`src/rtl/fsm_onehot_chain_if.sv`:
```
// rtl/fsm_onehot_chain_if.sv - request/status bundle of the one-hot sequencing FSM
//
// Signals:
//   go        start request in IDLE; continue-looping qualifier at the last stage when wrapping
//   step      step[k-1] advances out of stage Sk
//   abort     forces ERROR from any working stage
//   restart   leaves ERROR to IDLE
//   stage_o   one-hot active stage, zero in IDLE/ERROR
//   busy      high in any working stage
//   done      one-cycle pulse on exit from the last stage
//   err       high while in ERROR
//   err_cause 00 none, 01 abort, 10 timeout, 11 illegal state
//   loop_cnt  completed passes through the last stage, saturating
// Modports: master drives requests and observes status; slave is the FSM.

interface fsm_onehot_chain_if #(
   parameter int N_STAGES = 4,
   parameter int LOOP_W   = 8
);
   logic                go;
   logic [N_STAGES-1:0] step;
   logic                abort;
   logic                restart;
   logic [N_STAGES-1:0] stage_o;
   logic                busy;
   logic                done;
   logic                err;
   logic [1:0]          err_cause;
   logic [LOOP_W-1:0]   loop_cnt;

   modport master (
      output go, step, abort, restart,
      input  stage_o, busy, done, err, err_cause, loop_cnt
   );

   modport slave (
      input  go, step, abort, restart,
      output stage_o, busy, done, err, err_cause, loop_cnt
   );
endinterface

```
`src/rtl/fsm_onehot_chain.sv`:
```
// rtl/fsm_onehot_chain.sv - parametrised one-hot sequencer IDLE -> S1..SN with timeout, abort and recovery
//
// Ports:
//   clk  clock, all state changes on the rising edge
//   rst  synchronous active-high reset
//   bus  fsm_onehot_chain_if.slave: go/step/abort/restart in,
//        stage_o/busy/done/err/err_cause/loop_cnt out (all registered)
// State vector bit 0 is IDLE, bit k is Sk, bit N_STAGES+1 is ERROR.

module fsm_onehot_chain #(
   parameter int N_STAGES = 4,
   parameter int TIMEOUT  = 255,
   parameter int TO_W     = 8,
   parameter int WRAP     = 0,
   parameter int LOOP_W   = 8
) (
   input  logic                clk,
   input  logic                rst,
   fsm_onehot_chain_if.slave   bus
);

   localparam int W     = N_STAGES + 2;
   localparam int ERR_B = N_STAGES + 1;

   localparam logic [W-1:0]    ST_IDLE = W'(1);
   localparam logic [W-1:0]    ST_S1   = W'(2);
   localparam logic [W-1:0]    ST_ERR  = {1'b1, {(W-1){1'b0}}};
   localparam logic [TO_W-1:0] TO_LAST = (TIMEOUT == 0) ? '0 : TO_W'(TIMEOUT - 1);

   // Kind of transition taken this cycle; drives the output and counter updates.
   typedef enum logic [2:0] {
      T_HOLD,
      T_START,
      T_ADVANCE,
      T_EXIT,
      T_ABORT,
      T_TIMEOUT,
      T_ILLEGAL,
      T_RESTART
   } xfer_t;

   logic [W-1:0]        cs;
   logic [W-1:0]        ns;
   xfer_t               xfer;
   logic [TO_W-1:0]     dwell;
   logic                legal;
   logic                in_stage;
   logic                step_hit;

   logic [N_STAGES-1:0] stage_r;
   logic                busy_r;
   logic                done_r;
   logic                err_r;
   logic [1:0]          cause_r;
   logic [LOOP_W-1:0]   loop_r;

   assign legal    = $onehot(cs);
   assign in_stage = legal && (|cs[N_STAGES:1]);
   // Only the step bit of the current stage can hit, since cs is one-hot here.
   assign step_hit = |(cs[N_STAGES:1] & bus.step);

   always_comb begin
      ns   = cs;
      xfer = T_HOLD;
      if (!legal) begin
         ns   = ST_ERR;
         xfer = T_ILLEGAL;
      end else if (cs[0]) begin
         if (bus.go) begin
            ns   = ST_S1;
            xfer = T_START;
         end
      end else if (cs[ERR_B]) begin
         if (bus.restart) begin
            ns   = ST_IDLE;
            xfer = T_RESTART;
         end
      end else begin
         if (bus.abort) begin
            ns   = ST_ERR;
            xfer = T_ABORT;
         end else if (step_hit) begin
            if (cs[N_STAGES]) begin
               ns   = (WRAP != 0 && bus.go) ? ST_S1 : ST_IDLE;
               xfer = T_EXIT;
            end else begin
               ns   = cs << 1;
               xfer = T_ADVANCE;
            end
         end else if (TIMEOUT != 0 && dwell == TO_LAST) begin
            ns   = ST_ERR;
            xfer = T_TIMEOUT;
         end
      end
   end

   always_ff @(posedge clk) begin
      if (rst) begin
         cs      <= ST_IDLE;
         dwell   <= '0;
         stage_r <= '0;
         busy_r  <= 1'b0;
         done_r  <= 1'b0;
         err_r   <= 1'b0;
         cause_r <= 2'b00;
         loop_r  <= '0;
      end else begin
         cs <= ns;
         // Any stage entry or exit clears the dwell; only a held stage counts.
         if (TIMEOUT != 0 && in_stage && xfer == T_HOLD) begin
            dwell <= dwell + 1'b1;
         end else begin
            dwell <= '0;
         end
         stage_r <= ns[N_STAGES:1];
         busy_r  <= |ns[N_STAGES:1];
         err_r   <= ns[ERR_B];
         done_r  <= (xfer == T_EXIT);
         case (xfer)
            T_ABORT:   cause_r <= 2'b01;
            T_TIMEOUT: cause_r <= 2'b10;
            T_ILLEGAL: cause_r <= 2'b11;
            T_RESTART: cause_r <= 2'b00;
            default:   cause_r <= cause_r;
         endcase
         case (xfer)
            T_START, T_RESTART: loop_r <= '0;
            T_EXIT: begin
               if (loop_r != '1) begin
                  loop_r <= loop_r + 1'b1;
               end
            end
            default: loop_r <= loop_r;
         endcase
      end
   end

   assign bus.stage_o   = stage_r;
   assign bus.busy      = busy_r;
   assign bus.done      = done_r;
   assign bus.err       = err_r;
   assign bus.err_cause = cause_r;
   assign bus.loop_cnt  = loop_r;

endmodule

```
`src/flat_wrapper.sv`:
```
// flat-port wrapper written by rule: the top's interface ports become plain ports
module fsm_onehot_chain_flat 
#(
   parameter int N_STAGES = 4,
   parameter int TIMEOUT  = 255,
   parameter int TO_W     = 8,
   parameter int WRAP     = 0,
   parameter int LOOP_W   = 8
)
  (clk, rst, bus_go, bus_step, bus_abort, bus_restart, bus_stage_o, bus_busy, bus_done, bus_err, bus_err_cause, bus_loop_cnt);
  fsm_onehot_chain_if #(.N_STAGES(N_STAGES), .LOOP_W(LOOP_W)) bus_i ();
  input  logic clk;
  input  logic rst;
  input wire logic [$bits(bus_i.go)-1:0] bus_go;
  input wire logic [$bits(bus_i.step)-1:0] bus_step;
  input wire logic [$bits(bus_i.abort)-1:0] bus_abort;
  input wire logic [$bits(bus_i.restart)-1:0] bus_restart;
  output wire logic [$bits(bus_i.stage_o)-1:0] bus_stage_o;
  output wire logic [$bits(bus_i.busy)-1:0] bus_busy;
  output wire logic [$bits(bus_i.done)-1:0] bus_done;
  output wire logic [$bits(bus_i.err)-1:0] bus_err;
  output wire logic [$bits(bus_i.err_cause)-1:0] bus_err_cause;
  output wire logic [$bits(bus_i.loop_cnt)-1:0] bus_loop_cnt;
  assign bus_i.go = bus_go;
  assign bus_i.step = bus_step;
  assign bus_i.abort = bus_abort;
  assign bus_i.restart = bus_restart;
  assign bus_stage_o = bus_i.stage_o;
  assign bus_busy = bus_i.busy;
  assign bus_done = bus_i.done;
  assign bus_err = bus_i.err;
  assign bus_err_cause = bus_i.err_cause;
  assign bus_loop_cnt = bus_i.loop_cnt;
  fsm_onehot_chain #(.N_STAGES(N_STAGES), .TIMEOUT(TIMEOUT), .TO_W(TO_W), .WRAP(WRAP), .LOOP_W(LOOP_W)) u_core (.clk(clk), .rst(rst), .bus(bus_i));
endmodule
```
`config.mk`:
```
export PLATFORM = sky130hd
export DESIGN_NAME = fsm_onehot_chain_flat
export DESIGN_NICKNAME = d
export VERILOG_FILES = /design/src/rtl/fsm_onehot_chain_if.sv /design/src/rtl/fsm_onehot_chain.sv /design/src/flat_wrapper.sv
export SDC_FILE = /design/constraint.sdc
export NUM_CORES = 1
export LEC_CHECK = 0
export CORE_MARGIN = 10
export CORE_UTILIZATION = 56
export DETAILED_ROUTE_END_ITERATION = 7
export GPL_ROUTABILITY_DRIVEN = 0
export PLACE_DENSITY = 0.84
export SYNTH_ARGS = -nofsm -noshare
export SYNTH_HDL_FRONTEND = slang
export SYNTH_SLANG_ARGS = --single-unit
```
`constraint.sdc`:
```
create_clock -name clk -period 8.2 [get_ports clk]
set_clock_uncertainty 0.05 [all_clocks]
set_input_delay 2.46 -clock clk [delete_from_list [all_inputs] [get_ports clk]]
set_output_delay 2.46 -clock clk [all_outputs]
set_load 0.01 [all_outputs]
```
==> impl_metrics.toml, run 1 <==
[detailed_routing]
drc = 0
drtPass1Iterations = 4
drt-total-wl_um = 3380
drt_iter0_drc = 131
post_drt_via_cell_ratio = 6.07
num_vias = 1359
avgRoutedWirePerCell_um = 15.1
drtAntennaViolNets = 0

[synthesis]
syn-cell-area_um2 = 1470
synth_nets = 191
async_reset_ff_share_pct = 0
ys_seq_area_share_pct = 35.3
syn_avg_cell_area_um2 = 8.51
synth_ff_type = "dfxtp_1"
synth.distinct_cells = 46
ys_ff_latch = 26
netlist_instances = 173
yosysWarnings = 0
synth_edf_count = 0

[setup_path]
path_delay_family = "compound AO/OA/AOI/OAI gates"
worstSetupPathType = "input port to flip-flop"
slowest_stage = "o21ai_2"
arrival_ns = 4.48
r2r_setup_slack_ns = 5.11
endpoint_kind = "flip-flop"
worstSetupStartpointType = "input port"
max_stage_delay_ns = 0.53
worstPathRequired_ns = 8.38
cp_cell_sequence = "clkdlybuf4s50_1, a22o_1, nor2_1, o21ai_1, o21ai_2, nor3_2, mux2_1"
cp_max_fo = 17
cp.buffers_inverters = 1

[timing]
timing.fmax_ghz = 0.233
slew_headroom_pct = 58.8
maxSlewViolCount = 0
whs_ns = 0.453
setup_ws_ns = 3.90
tns_ns = 0
finalCriticalPeriod_ns = 4.30
rsz0062_at_grt = "no"
finalHoldViolCount = 0
final-setup-viol-count = 0
post-route-period-util_pct = 52.4
worst_pin_slew_ns = 0.618

[floorplanning]
core_area_um2 = 2500
die-width_um = 71.3
initial_core_util_pct = 58.9
chipHeight_um = 71.3
dieArea_um2 = 5080
rows = 18
ioPinCount = 26

[job]
maxCapViolations = 0

[placement]
portBuffers = 25
dp.cells = 220
dp_slack_ns = 3.57
hpwl_um = 2600

[clocking]
ctsResizeCount = 0
clock_latency_ns = 0.33
cts_max_level = 1
clkSinkCount = 26
post_cts_buffers = 0
tritoncts = "built"
root_buffer = "clkbuf_4"
holdBufCountCts = 0
cts_made_buffers = 3
path_clk_slew_ns = 0.15
clk_path_buf_depth = 2

[power_and_ir_drop]
p_leak_nw = 0.636
power_uw = 419
peakVddDrop_v = 0.000177
power.density_nw_per_um2 = 237

[finish]
drive_gt1_share_pct = 6.70
synthToLayoutAreaGrowth_pct = 20.0
nets = 213
fin_cells = 224
antenna_cells = 0

[grt]
grt_pass1_wl_um = 5850
grt_pass1_vias = 1338
grt-ovfl-total = 0
grt_max_degree = 18
track_usage_pct = 13.5
antenna_found_initial = 0

[run_status]
status = "complete, no violations"

[worst_hold_path]
hp-class = "flip-flop to flip-flop"
-- cells in the mapped netlist (2+ instances only) --
library cell / number / share of area [%]
xnor2_1: 4 / 2.4
o21ai_0: 4 / 1.4
buf_4: 4 / 2.0
and3_1: 3 / 1.3
inv_1: 7 / 1.8
ha_1: 7 / 5.9
o21ai_1: 2 / 0.68
o31ai_1: 4 / 2.0
clkbuf_1: 3 / 0.76
or3_1: 4 / 1.7
nor3_1: 4 / 1.4
nand3_1: 10 / 3.4
nand2_1: 11 / 2.8
nor2_1: 26 / 6.6
xor2_1: 3 / 1.8
dfxtp_1: 26 / 35
a22oi_1: 3 / 1.5
fa_1: 2 / 2.7
nand3b_1: 2 / 1.0
a21oi_1: 12 / 4.1
or4_1: 5 / 2.5
nand4_1: 3 / 1.3
-- power by group --
part | switching (mW) | leakage, nW | internal (mW)
Combinational | 0.102 | 0.397 | 0.0703
Clock | 0.0400 | 0.0279 | 0.0495
Sequential | 0.0182 | 0.211 | 0.139
Total | 0.160 | 0.636 | 0.259
-- registers in the layout, indices dropped and copies added, names as in the netlist --
| name | flops |
|---|---|
| u_core.bus.busy | 1 |
| u_core.bus.err | 1 |
| u_core.bus.stage_o | 3 |
| u_core.cs | 2 |
| u_core.bus.err_cause | 2 |
| u_core.bus.done | 1 |
| u_core.bus.loop_cnt | 8 |
| u_core.dwell | 8 |
-- area by class of cell --
class,instances,area (um^2)
clock buffers,3,22.5
clock inverters,1,30.0
fillers,193,733
inverters,7,26.3
multi-input cells,132,880
flip-flops and latches,26,520
well taps,30,37.5
repair buffers,25,250
-- worst paths after layout --
path | startpoint | endpoint | cells after the start
worst min register to register | u_core.dwell[0] | u_core.dwell[0] | 1
worst max-delay path | bus_step[2] | u_core.bus.loop_cnt[0] | 7
worst max register to register | u_core.cs[0] | u_core.bus.loop_cnt[0] | 9
worst min-delay path | u_core.dwell[0] | u_core.dwell[0] | 1
-- placed cells by master, fill, tap and decap left out, drive strengths merged --
cell type	count
a31oi	1
nand4	4
nand3	10
nand2b	1
xor2	3
a211oi	1
or3	4
nor3	5
mux2	1
o2111ai	1
ha	7
o21a	1
a22o	2
o21bai	1
inv	7
or2	2
and3	3
mux2i	1
nor4	1
or4	5
fa	2
clkbuf	3
a22oi	3
a21o	1
nor2	26
clkdlybuf4s50	25
bufinv	1
o31ai	5
o21ai	8
a21boi	1
o311ai	1
dfxtp	26
a31o	1
nand3b	2
a21oi	12
nand2	11
nor2b	1
xnor2	4
-- logic make-up after synthesis --
family	after synthesis	synth area share, %
simple gates	75	26.1
compound gates	39	19.4
flops	26	35.3
buf+inv	15	4.93
fa+ha+maj	9	8.67
xor+xnor	7	4.16
mux	2	1.44
-- per-stage QoR --
stage	area, um^2	util (%)
after floorplan	1470	-
after global placement	1710	68.6
after detailed placement	1710	68.6
after CTS	1770	70.7
after global routing	1770	70.7
final	1770	70.7
-- layer usage --
layer | vias up | routed length [um] | track usage [%]
met5 | - | 0 | 0
met4 | 0 | 49 | 5.16
met3 | 7 | 197 | 3.58
met2 | 47 | 1750 | 24.4
met1 | 643 | 1380 | 14.4
li1 | 662 | - | -
Note: power is estimated with default switching activity, not from simulation.
==> run 2: changes to the inputs <==
--- a/config.mk
+++ b/config.mk
@@ -6,10 +6,10 @@
 export NUM_CORES = 1
 export LEC_CHECK = 0
 export CORE_MARGIN = 10
-export CORE_UTILIZATION = 56
+export CORE_UTILIZATION = 47
 export DETAILED_ROUTE_END_ITERATION = 7
 export GPL_ROUTABILITY_DRIVEN = 0
-export PLACE_DENSITY = 0.84
+export PLACE_DENSITY = 0.75
 export SYNTH_ARGS = -nofsm -noshare
 export SYNTH_HDL_FRONTEND = slang
 export SYNTH_SLANG_ARGS = --single-unit
==> constraint.sdc (replaced) <==
create_clock -name clk -period 3.8 [get_ports clk]
set_clock_uncertainty 0.05 [all_clocks]
set_input_delay 1.14 -clock clk [delete_from_list [all_inputs] [get_ports clk]]
set_output_delay 1.14 -clock clk [all_outputs]
set_load 0.01 [all_outputs]
==> impl_metrics.toml, run 2 (synthesis gave the netlist of run 1 again) <==
[placement]
hpwl_um = 2530
portBuffers = 25
dp.cells = 234

[timing]
rsz0062_at_grt = "no"
finalHoldViolCount = 0
maxSlewViolCount = 0
final-setup-viol-count = 0
worst_pin_slew_ns = 0.617
timing.fmax_ghz = 0.323
finalCriticalPeriod_ns = 3.10
slew_headroom_pct = 58.9
post-route-period-util_pct = 81.5
tns_ns = 0

[finish]
antenna_cells = 0
regArea_um2 = 520
synthToLayoutAreaGrowth_pct = 21.2
final_cell_mix = "nor2_1 (26), dfxtp_1 (26), clkdlybuf4s50_1 (25)"
multi_input_area_um2 = 880
fill_cells = 265
nets = 213
drive_gt1_share_pct = 6.70
fin_cells = 238

[setup_path]
rr_worst_depth = 9
critPathCapture = "u_core.bus.loop_cnt[0]"
cp_max_fo = 17
regToRegStartpoint = "u_core.cs[0]"
worstSetupStartpointType = "flip-flop"
cp_cell_sequence = "ha_1, fa_1, ha_1, xnor2_1, nand3b_1, nor2_1, o21ai_2, nor3_2, mux2_1"
r2r_setup_slack_ns = 0.70
slowest_stage = "dfxtp_1"
arrival_ns = 3.27
worstPathRequired_ns = 3.97
endpoint_kind = "flip-flop"
max_stage_delay_ns = 0.54
worstSetupPathType = "flip-flop to flip-flop"
reg2reg_to = "u_core.bus.loop_cnt[0]"
startpoint = "u_core.cs[0]"
crit_top_cell = "ha_1"

[detailed_routing]
drt_iter0_drc = 148
drtAntennaViolNets = 0
drc = 0
drtPass1Iterations = 4
post_drt_via_cell_ratio = 5.33
num_vias = 1268
avgRoutedWirePerCell_um = 13.3
drt-total-wl_um = 3170

[clocking]
cts_max_level = 1
clock_latency_ns = 0.32
holdBufCountCts = 0
clk_path_buf_depth = 2
cts_made_buffers = 3
ctsResizeCount = 0
post_cts_buffers = 0
path_clk_slew_ns = 0.15
root_buffer = "clkbuf_4"
clkSinkCount = 26
tritoncts = "built"

[floorplanning]
chipHeight_um = 76.0
rows = 20
initial_core_util_pct = 48.6
ioPinCount = 26
core_area_um2 = 3030
dieArea_um2 = 5770
die-width_um = 76.0

[grt]
grt_use_met2_pct = 18.4
grt_use_met3_pct = 2.83
grt-ovfl-total = 0
antenna_found_initial = 0
grt_pass1_wl_um = 5510
grt_pass1_vias = 1222
grt_max_degree = 18
grtUsageMet1_pct = 13.4
busiest_layer = "met2"
track_usage_pct = 10.9

[worst_hold_path]
hp-class = "flip-flop to flip-flop"

[run_status]
status = "complete, no violations"

[power_and_ir_drop]
p_leak_nw = 0.636
power.density_nw_per_um2 = 506
peakVddDrop_v = 0.000248

[job]
maxCapViolations = 0
-- run 2: final cells by class --
| class | count | area share, % |
|---|---|---|
| Multi-Input combinational cell | 132 | 49.3 |
| Tap cell | 44 | 3.09 |
| Clock buffer | 3 | 1.26 |
| Sequential cell | 26 | 29.2 |
| Timing Repair Buffer | 25 | 14.0 |
| Clock inverter | 1 | 1.68 |
| Inverter | 7 | 1.47 |
-- run 2: worst min-delay path by stage --
stage	startpoint	end	slack [ns]	depth (start not counted)
3_3_place_gp	u_core.dwell[0]	u_core.dwell[0]	0.41	1
5_1_grt	u_core.bus.loop_cnt[4]	u_core.bus.loop_cnt[4]	0.48	2
4_1_cts	u_core.dwell[0]	u_core.dwell[0]	0.46	1
3_5_place_dp	u_core.dwell[0]	u_core.dwell[0]	0.43	1
6_report	u_core.dwell[0]	u_core.dwell[0]	0.45	1
2_1_floorplan	u_core.dwell[0]	u_core.dwell[0]	0.39	1
-- run 2: worst max-delay path: cells and delay by family, from the launching register on --
| kind | cells | cell delay (ns) |
|---|---|---|
| adder cells (fa/ha/maj) | 3 | 0.97 |
| flip-flops | 1 | 0.54 |
| AND/OR/NAND/NOR | 3 | 0.75 |
| XOR/XNOR | 1 | 0.15 |
| multiplexers | 1 | 0.35 |
| AO/OA/AOI/OAI | 1 | 0.21 |
-- run 2: metal layers --
metal	up-vias	wire, um
met3	2	127
met5	-	0
li1	660	-
met2	15	1530
met1	591	1490
met4	0	21
-- run 2: metrics by stage --
stage / power (mW) / setup slack [ns] / hold slack, ns / cell area [um^2] / utilization, %
floorplan: 0.612 / 1.18 / 0.391 / 1470 / -
detailed placement: 0.721 / 0.479 / 0.429 / 1730 / 57.2
global placement: 0.706 / 0.556 / 0.408 / 1730 / 57.2
finish: 0.902 / 0.702 / 0.453 / 1780 / 58.9
CTS: 0.911 / 0.698 / 0.458 / 1780 / 58.9
global route: 0.973 / 0.538 / 0.481 / 1780 / 58.9
-- run 2: where the power goes --
group / internal (mW) / switching, mW
Clock: 0.107 / 0.0822
Sequential: 0.301 / 0.0390
Combinational: 0.151 / 0.223
Total: 0.558 / 0.344
==> run 3: changes to the inputs <==
--- a/config.mk
+++ b/config.mk
@@ -6,10 +6,10 @@
 export NUM_CORES = 1
 export LEC_CHECK = 0
 export CORE_MARGIN = 10
-export CORE_UTILIZATION = 47
+export CORE_UTILIZATION = 52
 export DETAILED_ROUTE_END_ITERATION = 7
 export GPL_ROUTABILITY_DRIVEN = 0
-export PLACE_DENSITY = 0.75
+export PLACE_DENSITY = 0.79
 export SYNTH_ARGS = -nofsm -noshare
 export SYNTH_HDL_FRONTEND = slang
 export SYNTH_SLANG_ARGS = --single-unit
==> constraint.sdc (replaced) <==
create_clock -name clk -period 3.1 [get_ports clk]
set_clock_uncertainty 0.05 [all_clocks]
set_input_delay 0.93 -clock clk [delete_from_list [all_inputs] [get_ports clk]]
set_output_delay 0.93 -clock clk [all_outputs]
set_load 0.01 [all_outputs]
==> impl_metrics.toml, run 3 (synthesis gave the netlist of run 1 again) <==
[setup_path]
r2r_setup_slack_ns = 0.24
regToRegStartpoint = "u_core.bus.err"
arrival_ns = 3.05
cp_max_fo = 14
worstSetupStartpointType = "flip-flop"
worstPathRequired_ns = 3.29
reg2reg_to = "u_core.bus.loop_cnt[0]"
rr_worst_depth = 9
endpoint_kind = "flip-flop"
worstSetupPathType = "flip-flop to flip-flop"

[detailed_routing]
drt_iter0_drc = 108
drc = 0
avgRoutedWirePerCell_um = 15.0
drtPass1Iterations = 5
num_vias = 1374
drtAntennaViolNets = 0
post_drt_via_cell_ratio = 5.97
drt-total-wl_um = 3450

[finish]
final_cell_mix = "nor2_1 (26), clkdlybuf4s50_1 (25), dfxtp_1 (25)"
nets = 218
fin_cells = 230
final_common_cell = "nor2_1"
fill_cells = 214
final_cell_area_um2 = 1810
synthToLayoutAreaGrowth_pct = 22.7
drive_gt1_share_pct = 9.55
antenna_cells = 0

[worst_hold_path]
hold_path_depth = 1
hp-class = "flip-flop to flip-flop"
hold_start = "u_core.dwell[0]"
holdPathEnd = "u_core.dwell[0]"

[timing]
finalHoldViolCount = 0
rsz0062_at_grt = "no"
slew_headroom_pct = 65.6
whs_ns = 0.447
finalCriticalPeriod_ns = 2.86
maxSlewViolCount = 0
tns_ns = 0
worst_pin_slew_ns = 0.516
post-route-period-util_pct = 92.2
final-setup-viol-count = 0
timing.fmax_ghz = 0.350

[clocking]
post_cts_buffers = 0
cts_max_level = 1
tritoncts = "built"
clock_latency_ns = 0.33
root_buffer = "clkbuf_4"
cts_made_buffers = 3
path_clk_slew_ns = 0.15
clk_path_buf_depth = 2
clkSinkCount = 26

[power_and_ir_drop]
power.density_nw_per_um2 = 646
peakVddDrop_v = 0.000472
p_leak_nw = 0.660

[run_status]
status = "complete, no violations"

[placement]
dpl_cell_area_um2 = 1750
hpwl_um = 2720
dp.cells = 226
portBuffers = 25

[floorplanning]
rows = 19
dieArea_um2 = 5360
core_area_um2 = 2730
die-width_um = 73.2
chipHeight_um = 73.2
initial_core_util_pct = 53.9
ioPinCount = 26

[grt]
track_usage_pct = 13.0
grt-ovfl-total = 0
grt_pass1_vias = 1326
grt_max_degree = 16
grt_pass1_wl_um = 5750
antenna_found_initial = 0

[job]
maxCapViolations = 0
run 3: through the flow:
step / worst slack (ns) / util (%) / power, mW
floorplan: 0.512 / - / 0.751
CTS: 0.249 / 66.0 / 1.17
global placement: 0.154 / 64.1 / 0.914
global route: 0.0340 / 66.1 / 1.24
detailed placement: 0.0698 / 64.1 / 0.928
finish: 0.241 / 66.1 / 1.17
run 3: metal layers:
metal / vias up / track usage [%] / wire length (um)
li1: 674 / - / -
met1: 648 / 14.1 / 1380
met2: 41 / 21.3 / 1720
met3: 11 / 3.95 / 222
met4: 0 / 8.65 / 127
met5: - / 0 / 0
run 3: layout make-up:
class | instances | area, um^2 | area share [%]
multi-input cells | 132 | 880 | 48.7
flip-flops and latches | 26 | 522 | 28.9
repair buffers | 30 | 288 | 15.9
well taps | 31 | 38.8 | 2.15
clock inverters | 1 | 30.0 | 1.66
inverters | 7 | 26.3 | 1.45
clock buffers | 3 | 22.5 | 1.25
run 3: worst max-delay path by stage:
stage,startpoint,endpoint,slack [ns],cells after the start
final,u_core.bus.err,u_core.bus.loop_cnt[0],0.24,9
after global routing,u_core.bus.err,u_core.bus.loop_cnt[0],0.03,9
after CTS,u_core.bus.stage_o[0],u_core.bus.loop_cnt[0],0.25,9
after detailed placement,bus_step[2],u_core.bus.loop_cnt[0],0.07,7
after global placement,bus_step[2],u_core.bus.loop_cnt[0],0.15,7
after floorplan,u_core.bus.stage_o[0],u_core.bus.loop_cnt[0],0.51,9
run 3: worst max-delay path, stage by stage (launching register included):
cell and delay, ns:
dfxtp_1 0.55, ha_1 0.30, fa_1 0.37, ha_1 0.20, xnor2_1 0.14, nand3b_1 0.11, nor2_1 0.15, o21ai_2 0.18
nor3_2 0.36, mux2_1 0.36
run 3: report_power, final:
part           switching [mW]  internal (mW)  leakage (nW)  total (mW)
Combinational           0.297          0.227         0.421       0.524
Sequential             0.0376          0.369         0.211       0.407
Clock                   0.105          0.131        0.0279       0.236
Total                   0.440          0.727         0.660        1.17
run 3: repair_timing:
item,4_1_cts,5_1_grt
hold buffers,0,0
gates resized for setup,0,1
hold endpoints to repair,0,0
endpoints found under the setup margin,0,1
